**config.mk**
```make
export PLATFORM = sky130hd
export DESIGN_NAME = icache_mshr_flat
export DESIGN_NICKNAME = d
export VERILOG_FILES = /design/src/rtl/icache_mshr_if.sv /design/src/rtl/icache_mshr.sv /design/src/flat_wrapper.sv
export SDC_FILE = /design/constraint.sdc
export NUM_CORES = 1
export LEC_CHECK = 0
export ABC_AREA = 1
export CAP_MARGIN = 20
export CELL_PAD_IN_SITES_DETAIL_PLACEMENT = 1
export CELL_PAD_IN_SITES_GLOBAL_PLACEMENT = 1
export CORE_ASPECT_RATIO = 1.2
export CORE_MARGIN = 3
export CORE_UTILIZATION = 33
export DETAILED_ROUTE_END_ITERATION = 10
export PLACE_DENSITY_LB_ADDON = 0.1
export SLEW_MARGIN = 20
export SYNTH_ARGS = -nofsm -noshare
export SYNTH_HDL_FRONTEND = slang
export SYNTH_SLANG_ARGS = --single-unit
```
**constraint.sdc**
```tcl
create_clock -name clock -period 2.67 [get_ports clock]
set_input_delay 0.801 -clock clock [delete_from_list [all_inputs] [get_ports clock]]
set_output_delay 0.801 -clock clock [all_outputs]
set_load 0.02 [all_outputs]
```
**src/rtl/icache_mshr_if.sv**
```systemverilog
// I-cache MSHR bus bundle: lookup-side misses, arbiter request/response, and line fills.
// The MSHR side uses the master modport; the cache/arbiter side uses slave.
interface icache_mshr_if #(
    parameter int XLEN = 32
);
  logic            miss_valid;
  logic [XLEN-1:0] miss_addr;
  logic            squash;
  logic            miss_ready;
  logic [1:0]      Icache2mem_command;
  logic [XLEN-1:0] Icache2mem_addr;
  logic [3:0]      mem2Icache_response;
  logic            mem2Icache_response_valid;
  logic [3:0]      mem2Icache_tag;
  logic [63:0]     mem2Icache_data;
  logic            fill_valid;
  logic [XLEN-1:0] fill_addr;
  logic [63:0]     fill_data;

  modport master (
    input  miss_valid, miss_addr, squash,
    input  mem2Icache_response, mem2Icache_response_valid, mem2Icache_tag, mem2Icache_data,
    output miss_ready, Icache2mem_command, Icache2mem_addr,
    output fill_valid, fill_addr, fill_data
  );

  modport slave (
    output miss_valid, miss_addr, squash,
    output mem2Icache_response, mem2Icache_response_valid, mem2Icache_tag, mem2Icache_data,
    input  miss_ready, Icache2mem_command, Icache2mem_addr,
    input  fill_valid, fill_addr, fill_data
  );
endinterface

```
**src/rtl/icache_mshr.sv**
```systemverilog
// Miss-status holding registers for the I-cache: coalesces line misses, issues BUS_LOADs,
// tracks memory tags and returns filled lines. Squashed in-flight entries drain their tags silently.
module icache_mshr #(
    parameter int NUM_MSHR = 4,
    parameter int XLEN     = 32
) (
    input logic         clock,
    input logic         reset,
    icache_mshr_if.master bus
);
  localparam int IDX_W = $clog2(NUM_MSHR);
  localparam logic [1:0] BUS_NONE = 2'h0;
  localparam logic [1:0] BUS_LOAD = 2'h1;

  typedef enum logic [1:0] {
    ST_INVALID,
    ST_WAIT_ISSUE,
    ST_WAIT_DATA
  } entry_state_t;

  entry_state_t    state_reg   [NUM_MSHR];
  entry_state_t    state_next  [NUM_MSHR];
  logic [XLEN-4:0] addr_reg    [NUM_MSHR];
  logic [XLEN-4:0] addr_next   [NUM_MSHR];
  logic [3:0]      tag_reg     [NUM_MSHR];
  logic [3:0]      tag_next    [NUM_MSHR];
  logic            discard_reg [NUM_MSHR];
  logic            discard_next[NUM_MSHR];

  logic            fill_valid_reg;
  logic [XLEN-1:0] fill_addr_reg;
  logic [63:0]     fill_data_reg;

  logic [NUM_MSHR-1:0] is_free, is_issue, tag_hit, dup_hit;
  logic [IDX_W-1:0]    free_idx, issue_idx, hit_idx;
  logic                any_free, issue_found, any_hit;
  logic                accept, allocate, grant, fill_fire;

  // A freeing entry never absorbs a new miss, so dup_hit excludes tag_hit.
  generate
    for (genvar gi = 0; gi < NUM_MSHR; gi++) begin : g_entry
      assign is_free[gi]  = (state_reg[gi] == ST_INVALID);
      assign is_issue[gi] = (state_reg[gi] == ST_WAIT_ISSUE);
      assign tag_hit[gi]  = (state_reg[gi] == ST_WAIT_DATA) && (bus.mem2Icache_tag != 4'd0) &&
                            (tag_reg[gi] == bus.mem2Icache_tag);
      assign dup_hit[gi]  = !is_free[gi] && !discard_reg[gi] && !tag_hit[gi] &&
                            (addr_reg[gi] == bus.miss_addr[XLEN-1:3]);
    end
  endgenerate

  always_comb begin
    free_idx  = '0;
    issue_idx = '0;
    hit_idx   = '0;
    for (int i = NUM_MSHR - 1; i >= 0; i--) begin
      if (is_free[i])  free_idx  = IDX_W'(i);
      if (is_issue[i]) issue_idx = IDX_W'(i);
      if (tag_hit[i])  hit_idx   = IDX_W'(i);
    end
  end

  assign any_free    = |is_free;
  assign issue_found = |is_issue;
  assign any_hit     = |tag_hit;
  assign accept      = bus.miss_valid && bus.miss_ready && !bus.squash;
  assign allocate    = accept && !(|dup_hit);
  assign grant       = issue_found && bus.mem2Icache_response_valid &&
                       (bus.mem2Icache_response != 4'd0);
  assign fill_fire   = any_hit && !discard_reg[hit_idx] && !bus.squash;

  always_comb begin
    for (int i = 0; i < NUM_MSHR; i++) begin
      state_next[i]   = state_reg[i];
      addr_next[i]    = addr_reg[i];
      tag_next[i]     = tag_reg[i];
      discard_next[i] = discard_reg[i];
      case (state_reg[i])
        ST_INVALID: begin
          if (allocate && free_idx == IDX_W'(i)) begin
            state_next[i]   = ST_WAIT_ISSUE;
            addr_next[i]    = bus.miss_addr[XLEN-1:3];
            discard_next[i] = 1'b0;
          end
        end
        ST_WAIT_ISSUE: begin
          // A grant wins over a same-cycle squash: the tag must still be drained.
          if (grant && issue_idx == IDX_W'(i)) begin
            state_next[i]   = ST_WAIT_DATA;
            tag_next[i]     = bus.mem2Icache_response;
            discard_next[i] = bus.squash;
          end else if (bus.squash) begin
            state_next[i] = ST_INVALID;
          end
        end
        ST_WAIT_DATA: begin
          if (tag_hit[i]) begin
            state_next[i]   = ST_INVALID;
            discard_next[i] = 1'b0;
          end else if (bus.squash) begin
            discard_next[i] = 1'b1;
          end
        end
        default: state_next[i] = ST_INVALID;
      endcase
    end
  end

  always_ff @(posedge clock) begin
    if (reset) begin
      for (int i = 0; i < NUM_MSHR; i++) begin
        state_reg[i]   <= ST_INVALID;
        addr_reg[i]    <= '0;
        tag_reg[i]     <= '0;
        discard_reg[i] <= 1'b0;
      end
      fill_valid_reg <= 1'b0;
      fill_addr_reg  <= '0;
      fill_data_reg  <= '0;
    end else begin
      for (int i = 0; i < NUM_MSHR; i++) begin
        state_reg[i]   <= state_next[i];
        addr_reg[i]    <= addr_next[i];
        tag_reg[i]     <= tag_next[i];
        discard_reg[i] <= discard_next[i];
      end
      fill_valid_reg <= fill_fire;
      if (fill_fire) begin
        fill_addr_reg <= {addr_reg[hit_idx], 3'b000};
        fill_data_reg <= bus.mem2Icache_data;
      end
    end
  end

  assign bus.miss_ready         = any_free && !reset;
  assign bus.Icache2mem_command = issue_found ? BUS_LOAD : BUS_NONE;
  assign bus.Icache2mem_addr    = issue_found ? {addr_reg[issue_idx], 3'b000} : '0;
  assign bus.fill_valid         = fill_valid_reg;
  assign bus.fill_addr          = fill_addr_reg;
  assign bus.fill_data          = fill_data_reg;
endmodule
```
**src/flat_wrapper.sv**
```systemverilog
// flat-port wrapper written by rule: the top's interface ports become plain ports
module icache_mshr_flat 
#(
    parameter int NUM_MSHR = 4,
    parameter int XLEN     = 32
)
  (clock, reset, bus_miss_valid, bus_miss_addr, bus_squash, bus_mem2Icache_response, bus_mem2Icache_response_valid, bus_mem2Icache_tag, bus_mem2Icache_data, bus_miss_ready, bus_Icache2mem_command, bus_Icache2mem_addr, bus_fill_valid, bus_fill_addr, bus_fill_data);
  icache_mshr_if #(.XLEN(XLEN)) bus_i ();
  input logic clock;
  input logic reset;
  input wire logic [$bits(bus_i.miss_valid)-1:0] bus_miss_valid;
  input wire logic [$bits(bus_i.miss_addr)-1:0] bus_miss_addr;
  input wire logic [$bits(bus_i.squash)-1:0] bus_squash;
  input wire logic [$bits(bus_i.mem2Icache_response)-1:0] bus_mem2Icache_response;
  input wire logic [$bits(bus_i.mem2Icache_response_valid)-1:0] bus_mem2Icache_response_valid;
  input wire logic [$bits(bus_i.mem2Icache_tag)-1:0] bus_mem2Icache_tag;
  input wire logic [$bits(bus_i.mem2Icache_data)-1:0] bus_mem2Icache_data;
  output wire logic [$bits(bus_i.miss_ready)-1:0] bus_miss_ready;
  output wire logic [$bits(bus_i.Icache2mem_command)-1:0] bus_Icache2mem_command;
  output wire logic [$bits(bus_i.Icache2mem_addr)-1:0] bus_Icache2mem_addr;
  output wire logic [$bits(bus_i.fill_valid)-1:0] bus_fill_valid;
  output wire logic [$bits(bus_i.fill_addr)-1:0] bus_fill_addr;
  output wire logic [$bits(bus_i.fill_data)-1:0] bus_fill_data;
  assign bus_i.miss_valid = bus_miss_valid;
  assign bus_i.miss_addr = bus_miss_addr;
  assign bus_i.squash = bus_squash;
  assign bus_i.mem2Icache_response = bus_mem2Icache_response;
  assign bus_i.mem2Icache_response_valid = bus_mem2Icache_response_valid;
  assign bus_i.mem2Icache_tag = bus_mem2Icache_tag;
  assign bus_i.mem2Icache_data = bus_mem2Icache_data;
  assign bus_miss_ready = bus_i.miss_ready;
  assign bus_Icache2mem_command = bus_i.Icache2mem_command;
  assign bus_Icache2mem_addr = bus_i.Icache2mem_addr;
  assign bus_fill_valid = bus_i.fill_valid;
  assign bus_fill_addr = bus_i.fill_addr;
  assign bus_fill_data = bus_i.fill_data;
  icache_mshr #(.NUM_MSHR(NUM_MSHR), .XLEN(XLEN)) u_core (.clock(clock), .reset(reset), .bus(bus_i));
endmodule
```
==> results of run 1 <==
-- cell families (layout without fill, tap and decap cells) --
family,count (synthesis),after routing,share of synthesized area
xor gates and xnor gates,31,31,0.02094
DFF,238,238,0.3675
and+or+nand+nor,742,743,0.2383
buffers and inverters,378,782,0.1209
other,1,7,0.0002892
adders and majority gates,14,14,0.01351
AOI/OAI and AO/OA,587,587,0.2385
-- routing by layer --
metal  up-vias  GRT usage  part of all wire
met3       212    0.04212             0.065
met2       664     0.5176              0.49
met4         4     0.1305             0.055
li1       7322          -                 -
met5         -          0           0.00029
met1      7891     0.3597              0.39
-- synthesized netlist by cell type, drive strengths merged (3+ instances only) --
cell type / n / area (sq um)
nand2: 460 / 1737
a21oi: 268 / 1341
dfxtp: 238 / 4765
o21ai: 238 / 1191
inv: 221 / 829.6
nor2: 161 / 614.3
buf: 81 / 446.7
clkbuf: 75 / 287.8
nand4: 70 / 437.9
nand3: 36 / 215.2
o211ai: 36 / 270.3
a31oi: 31 / 193.9
xnor2: 19 / 166.4
ha: 14 / 175.2
xor2: 12 / 105.1
o22ai: 11 / 68.82
nor3: 9 / 45.04
nand3b: 3 / 22.52
-- metrics by stage --
step           utilization  instance area (sq um)  hold WS (ns)  total power, mW  setup TNS (ns)
6_report            0.5408                  20690        0.4602            12.42          -19.01
5_1_grt             0.5408                  20690        0.4766            12.82          -25.03
4_1_cts             0.5111                  19550        0.4626            12.09          -18.53
3_5_place_dp        0.4542                  17380        0.4531            7.244         -156.79
3_3_place_gp        0.4542                  17380        0.4471            7.193         -150.37
2_1_floorplan            -                  13220        0.4416            5.544               0
-- repair_timing --
item	in CTS	in global routing
resized for setup	279	217
pin swaps	43	85
cloned	20	15
endpoints found under the setup margin	227	251
buffers inserted	33	29
-- worst paths after layout --
| kind | endpoint | cells after the start |
|---|---|---|
| setup reg to reg | u_core.addr_reg[1][24]$_SDFFE_PP0P_ | 18 |
| hold reg to reg | u_core.bus.fill_data[55]$_SDFFE_PP0P_ | 2 |
| setup / recovery | bus_Icache2mem_addr[17] | 13 |
| hold / removal | u_core.bus.fill_data[55]$_SDFFE_PP0P_ | 2 |
-- power breakdown --
part / internal (mW) / switching [mW] / total [mW]
clock: 2.32 / 1.68 / 4.00
sequential: 3.67 / 0.105 / 3.78
combinational: 2.10 / 2.55 / 4.64
total: 8.09 / 4.33 / 12.4
-- tightest hold or removal path, delay by kind of cell (launching register included) --
kind	cells	cell delay, ns
flip-flops	1	0.31
AND/OR/NAND/NOR	1	0.06
AO/OA/AOI/OAI	1	0.05
-- layout make-up --
class                      count  area (sq um)
fill                        4701         17570
multi-input combinational   1382          7621
clock inverter                 9         76.32
clock buffer                  41         860.8
timing repair buffer         510          5867
inverter                     222         840.8
sequential                   238          4773
tap                          520         650.6
==> results by stage, run 1 <==
Outcome:
- The run finished, with violations left.
- The checks that failed: negative setup slack.

Timing:
- The clock period minus worst slack is 3.357 ns.
- The max-slew violation count is 0.
- Dividing the final minimum period by the clock period gives 1.257.
- Setup repair after global routing could not meet its margin everywhere.
- Setup violations remaining at the end of the flow were counted as 46.
- The clock arrives with 0.01501 ns of skew.
- Across all setup checks in the final design, the least slack found is -0.6873 ns.
- The final number of hold-violating endpoints came to 0.
- The slew at the pin closest to its max-slew limit is 0.8984 ns.
- The maximum achievable frequency is 297.9 MHz.
- Measured against its own limit, the worst slew margin works out to 0.4011.

Floorplan:
- The floorplan die area is 0.04172 sq mm.
- The floorplan has 78 rows.
- The die is 223.1 microns tall.
- The number of primary I/O pins is 241.
- The die boundary width is 187.0 microns.
- The total area inside the core boundary comes to 0.03826 sq mm.
- For this configuration, the core starts out at a cell density of 0.3389.

Synth:
- For this run, the leading register cell type out of synthesis is sky130_fd_sc_hd__dfxtp_1.
- The synthesis warning total is 0.
- The sequential element share of the synthesized area is 0.3675.
- The cell area that synthesis handed to floorplanning was 0.01297 sq mm.
- The synthesized design contains 238 register bits.
- Each instance of the synthesized netlist takes up on average 6.512 sq um.
- The fraction of registers with async set/reset is 0.
- After technology mapping, the gate count stands at 1,991.
- The distinct cell type count after synthesis is 37.
- The count of flip-flops with a built-in enable after synthesis is 0.

Clocking:
- The number of H-tree levels is 1.
- The buffer levels on the longest clock path is 3.
- The latest clock arrival within the worst-skew pair is 0.58 ns.
- The hold buffer count at cts is 0.
- The number of buffers inserted during clock tree synthesis is 29.
- The total number of clock tree sinks is 238.
- The tree is rooted in a sky130_fd_sc_hd__clkbuf_16.
- TritonCTS built the clock tree.
- The clock edge transition at the registers on the reported setup and hold paths is 0.06 ns.

Drt:
- For this block, the initial DRC count from the detailed router was 1,103.
- The per-cell routed wire length is 23.98 microns.
- The post-detailed-route count of antenna-violating nets is 0.
- The pre-antenna-repair detailed-routing pass consisted of 5 iterations.
- The total via count in the routed design is 16,093.
- In the routed design, unresolved DRC markers number 0.
- In the routed layout, each cell is associated on average with a via count of 5.508.
- The routed design has 70.06 mm of wire.

Placement:
- Buffers placed on the I/O ports in this run total 230.
- The HPWL after detailed placement is 42.76 mm.
- The final estimated routing congestion in global placement is 0.9416.
- The number of cells after detailed placement is 2,780.
- Prior to clock tree synthesis, the placed netlist has a worst setup slack of -0.8916 ns.

Global route:
- The number of global-route vias before repair came to 15,833.
- The first global-routing pass estimated 96.39 mm of wire.
- The overflow left after global routing is 0.
- The maximum number of pins on one net before global-route repair is 114.
- For this run, the total global-route usage over all layers was measured as 0.2952.
- The number of antenna violations at the first check in global routing is 2.

Critical path:
- The slowest library cell on the worst path is sky130_fd_sc_hd__dfxtp_2.
- The maximum fanout count along the critical path is 6.
- The register-to-register path setup slack is -0.02 ns.
- The buffer and inverter count on the worst path is 8.
- The category of the critical setup timing path is reg -> out.
- The origin of the worst setup path is u_core.state_reg[1][1]$_SDFFE_PP0P_.
- The startpoint identified for the worst register-to-register timing path is u_core.state_reg[1][1]$_SDFFE_PP0P_.
- The cell family with the largest share of critical-path delay is buffers and inverters.
- Data arrives at the worst endpoint at 2.56 ns.
- The kind of launch point of the worst setup path is a flip-flop.
- The critical path endpoint category is an output port.
- The required time at the endpoint of the critical path is 1.87 ns.
- The cell type with the highest occurrence count on the critical path is sky130_fd_sc_hd__buf_6.
- The critical path's largest stage delay is 0.34 ns.
- Walking the worst path, the cells encountered are inv_2, ha_4, buf_6, inv_4, nor2_4, a31oi_4, buf_6, buf_12, buf_12, buf_6, o211ai_1, a31oi_2, buf_4.

Layout:
- The net count of the finished layout is 2,506.
- The area growth from synthesis to layout is 59.57%.
- The number of flip-flops in the largest register is 116.
- Leaving out fill and tap cells, the most frequent cells in the layout are sky130_fd_sc_hd__nand2_1, sky130_fd_sc_hd__a21oi_1, sky130_fd_sc_hd__dfxtp_1, sky130_fd_sc_hd__inv_1, sky130_fd_sc_hd__o21ai_0.
- The number of antenna diodes in the final layout is 0.
- In the final layout, the share of cells above drive strength 1 is 0.2261.
- Leaving out fill and tap cells, the most frequent cell in the layout is sky130_fd_sc_hd__nand2_1.
- The final instance count without filler cells is 2,922.

Run:
- The tool flagged a number of max-cap violations equal to 0.

Pwr:
- Summed over all cells, the static leakage comes to 8.441 nW.
- Power spread over the standard cell area amounts to 600.4 mW/mm^2.
- The maximum vdd drop is 0.0005338 V.

Worst hold path:
- The path class of the lowest-slack min-delay path is reg -> reg.
- The startpoint identified for the worst hold timing path is u_core.bus.fill_data[55]$_SDFFE_PP0P_.
No activity file was read; power rests on OpenSTA's default activity.
==> inputs of run 2 (changes only) <==
- SLEW_MARGIN: 20 -> 40
==> run 2 against run 1 <==
  * The run still ends with negative setup slack left
  * Sequential power hardly changed
  * Global-route usage stayed put
  * Routed wire length is 3.3% lower
  * Non-clock buffer count is 16 lower
  * Via count is 1.7% lower
  * Combinational power hardly changed
  * Worst setup slack better by 0.011 ns
  * Final cell count is 0.55% lower
  * First-iteration DRC count is 14% lower
  * Hold slack worse by 0.00068 ns
  * Flip-flop and latch count stayed put
  * Register-to-register slack better by 0.02 ns
==> results by stage, run 2 (synthesis results as in run 1) <==
Critical path:
- The required time at the endpoint of the critical path is 1.87 ns (about the same).
- The kind of launch point of the worst setup path is a flip-flop.
- Tracing the worst setup path back leads to its startpoint at u_core.state_reg[1][1]$_SDFFE_PP0P_.
- The register-to-register path setup slack came to 0 ns (+0.02 ns).
- The signal arrival time at the worst endpoint is 2.54 ns (-0.02 ns).
- The worst setup path is captured at an output port.
- The startpoint of the worst-slack reg-to-reg timing path is u_core.state_reg[1][1]$_SDFFE_PP0P_.
- The number of cells on the worst reg-to-reg path came to 18 (unchanged).
- The category of the critical setup timing path is reg -> out.
- The last element of the critical path is bus_Icache2mem_addr[17].
- The maximum fanout count along the critical path was 6 (unchanged).
- The terminus of the critical flop-to-flop path is u_core.addr_reg[3][28]$_SDFFE_PP0P_.

Timing:
- The maximum achievable frequency is 298.9 MHz (+0.34%).
- The headroom to the max-slew limit was 0.5841 (+0.1830).
- The clock period minus worst slack is 3.346 ns (-0.01132 ns).
- The accumulated negative setup slack is -18.21 ns (+0.8039 ns).
- The worst slack on hold paths is 0.4596 ns (-0.0006850 ns).
- The final number of hold-violating endpoints is 0 (unchanged).
- The max-slew violation count is 0 (unchanged).
- The count of endpoints failing setup in the final report is 31 (-33%).
- The final worst setup slack came to -0.6759 ns (+0.01132 ns).
- Setup repair after global routing could not meet its margin everywhere.
- The slew at the pin closest to its max-slew limit is 0.6239 ns (-0.2745 ns).
- The final worst-path cycle share is 1.253 (-0.004240).
- The final clock skew is 0.01605 ns (+0.001047 ns).

Clocking:
- The hold buffer count at cts is 0 (unchanged).
- The latest clock arrival within the worst-skew pair was 0.58 ns (about the same).
- The buffer levels on the longest clock path came to 3 (unchanged).
- The CTS root buffer is sky130_fd_sc_hd__clkbuf_16.
- The total number of clock tree sinks is 238 (unchanged).
- The clock edge transition at the registers on the reported setup and hold paths is 0.06 ns (about the same).
- The number of H-tree levels is 1 (unchanged).
- The number of buffers inserted during clock tree synthesis is 29 (unchanged).
- The clock tree from TritonCTS is done.

Outcome:
- The flow ran to the end, but the final reports show violations.
- The checks that failed: negative setup slack.

Pwr:
- The leakage power of the design is 8.315 nW (-1.5%).
- The maximum vdd drop was 0.0005247 V (-1.7%).
- The power density over the cells is 605.3 mW/mm^2 (+0.81%).
- The total design power is 12.39 mW (-0.28%).

Placement:
- The number of I/O port buffers is 230 (unchanged).
- The HPWL after detailed placement is 42.76 mm (unchanged).
- The final estimated routing congestion in global placement is 0.9416 (unchanged).
- The placed standard-cell area is 0.01738 sq mm (unchanged).

Layout:
- The layout net count is 2,490 (-0.64%).
- From synthesis to final layout, the design area changed by 57.84%.
- Leaving out fill and tap cells, the most frequent cells in the layout are sky130_fd_sc_hd__nand2_1, sky130_fd_sc_hd__a21oi_1, sky130_fd_sc_hd__dfxtp_1, sky130_fd_sc_hd__inv_1, sky130_fd_sc_hd__o21ai_0.
- The share of layout cells above drive strength 1 came to 0.2200 (-0.006028).
- The final core area utilization is 0.5350 (-0.005854).
- The most frequent standard cell in the layout excluding fill and tap cells is sky130_fd_sc_hd__nand2_1.
- The number of diodes is 0 (unchanged).
- The final design instance area without fill is 0.02047 sq mm (-1.1%).
- The number of flip-flops in the largest register was 116 (unchanged).

Global route:
- The overflow left after global routing is 0 (unchanged).
- The number of antenna violations at the first check in global routing is 2 (unchanged).
- The global router's overall resource usage was 0.2952 (unchanged).
- The number of global-route vias before repair is 15,833 (unchanged).
- The first-pass GRT wire length is 96.39 mm (unchanged).
- The maximum number of pins on one net before global-route repair is 114 (unchanged).

Worst hold path:
- The tightest min-delay check is of the reg -> reg type.
- The launch point of the worst hold path is u_core.bus.fill_data[11]$_SDFFE_PP0P_.

Floorplan:
- The number of primary I/O pins came to 241 (unchanged).
- The floorplan die area was 0.04172 sq mm (unchanged).
- The area of the core is 0.03826 sq mm (unchanged).
- The die outline height is 223.1 microns (unchanged).
- The row count is 78 (unchanged).
- The effective utilization at floorplan came to 0.3389 (unchanged).
- The die boundary width is 187.0 microns (unchanged).

Drt:
- The number of search-and-repair iterations in the first detailed-routing pass is 5 (unchanged).
- The post-detailed-route DRC marker count was 0 (unchanged).
- The sum of routed wire length over all layers is 67.74 mm (-3.3%).
- The DRC violation total after the first TritonRoute iteration was 950 (-14%).
- The total via count in the routed design is 15,816 (-1.7%).
- The post-detailed-route count of antenna-violating nets is 0 (unchanged).
- The via density per instance is 5.443 (-1.2%).
- The per-cell routed wire length is 23.31 microns (-2.8%).

Run:
- The max-cap check violation count is 0 (unchanged).
==> run 2: stage by stage <==
step                instances  worst slack, ns
finish                   2906          -0.6759
global placement         2780          -0.9046
global route             2906          -0.7770
detailed placement       2780          -0.8916
floorplan                1997          0.01092
CTS                      2880          -0.6827
==> run 2: critical path: stages, from the launching register on <==
cell	delay [ns]
sky130_fd_sc_hd__dfxtp_2	0.33
sky130_fd_sc_hd__inv_2	0.05
sky130_fd_sc_hd__ha_4	0.16
sky130_fd_sc_hd__buf_6	0.12
sky130_fd_sc_hd__inv_4	0.05
sky130_fd_sc_hd__nor2_4	0.04
sky130_fd_sc_hd__a31oi_4	0.26
sky130_fd_sc_hd__buf_6	0.20
sky130_fd_sc_hd__buf_12	0.11
sky130_fd_sc_hd__buf_12	0.11
sky130_fd_sc_hd__buf_6	0.09
sky130_fd_sc_hd__o211ai_1	0.08
sky130_fd_sc_hd__a31oi_2	0.18
sky130_fd_sc_hd__buf_4	0.17
==> run 2: where the power goes <==
part / internal [mW] / switching (mW) / total [mW]
clock network: 2.32 / 1.67 / 3.98
registers: 3.67 / 0.103 / 3.78
logic: 2.09 / 2.53 / 4.63
==> run 2: worst min-delay path by stage <==
stage	slack, ns	end	cells past startpoint
after global routing	0.48	u_core.bus.fill_data[11]$_SDFFE_PP0P_	2
after detailed placement	0.45	u_core.bus.fill_data[50]$_SDFFE_PP0P_	2
final	0.46	u_core.bus.fill_data[11]$_SDFFE_PP0P_	2
after global placement	0.45	u_core.bus.fill_data[50]$_SDFFE_PP0P_	2
after floorplan	0.44	u_core.tag_reg[0][13]$_SDFFE_PP0P_	2
after CTS	0.46	u_core.bus.fill_data[50]$_SDFFE_PP0P_	2
==> run 2: layout make-up <==
class	count	area (sq um)
inverters	222	840.8
clock buffers	41	860.8
flip-flops and latches	238	4772
well taps	520	650.6
clock inverters	9	76.32
repair buffers	494	5659
fillers	4742	17790
multi-input cells	1382	7606
==> run 2: routing by layer <==
layer | GRT usage | routed length, microns | part of all wire
met4 | 0.1305 | 3870 | 0.057
met1 | 0.3597 | 26860 | 0.40
met2 | 0.5176 | 32810 | 0.48
met3 | 0.04212 | 4178 | 0.062
met5 | 0 | 22 | 0.00032
==> run 2: timing repair <==
item	CTS	global route
pin swaps	43	78
setup buffers	33	20
cloned	20	8
setup endpoints to repair	227	251
resized for setup	279	205
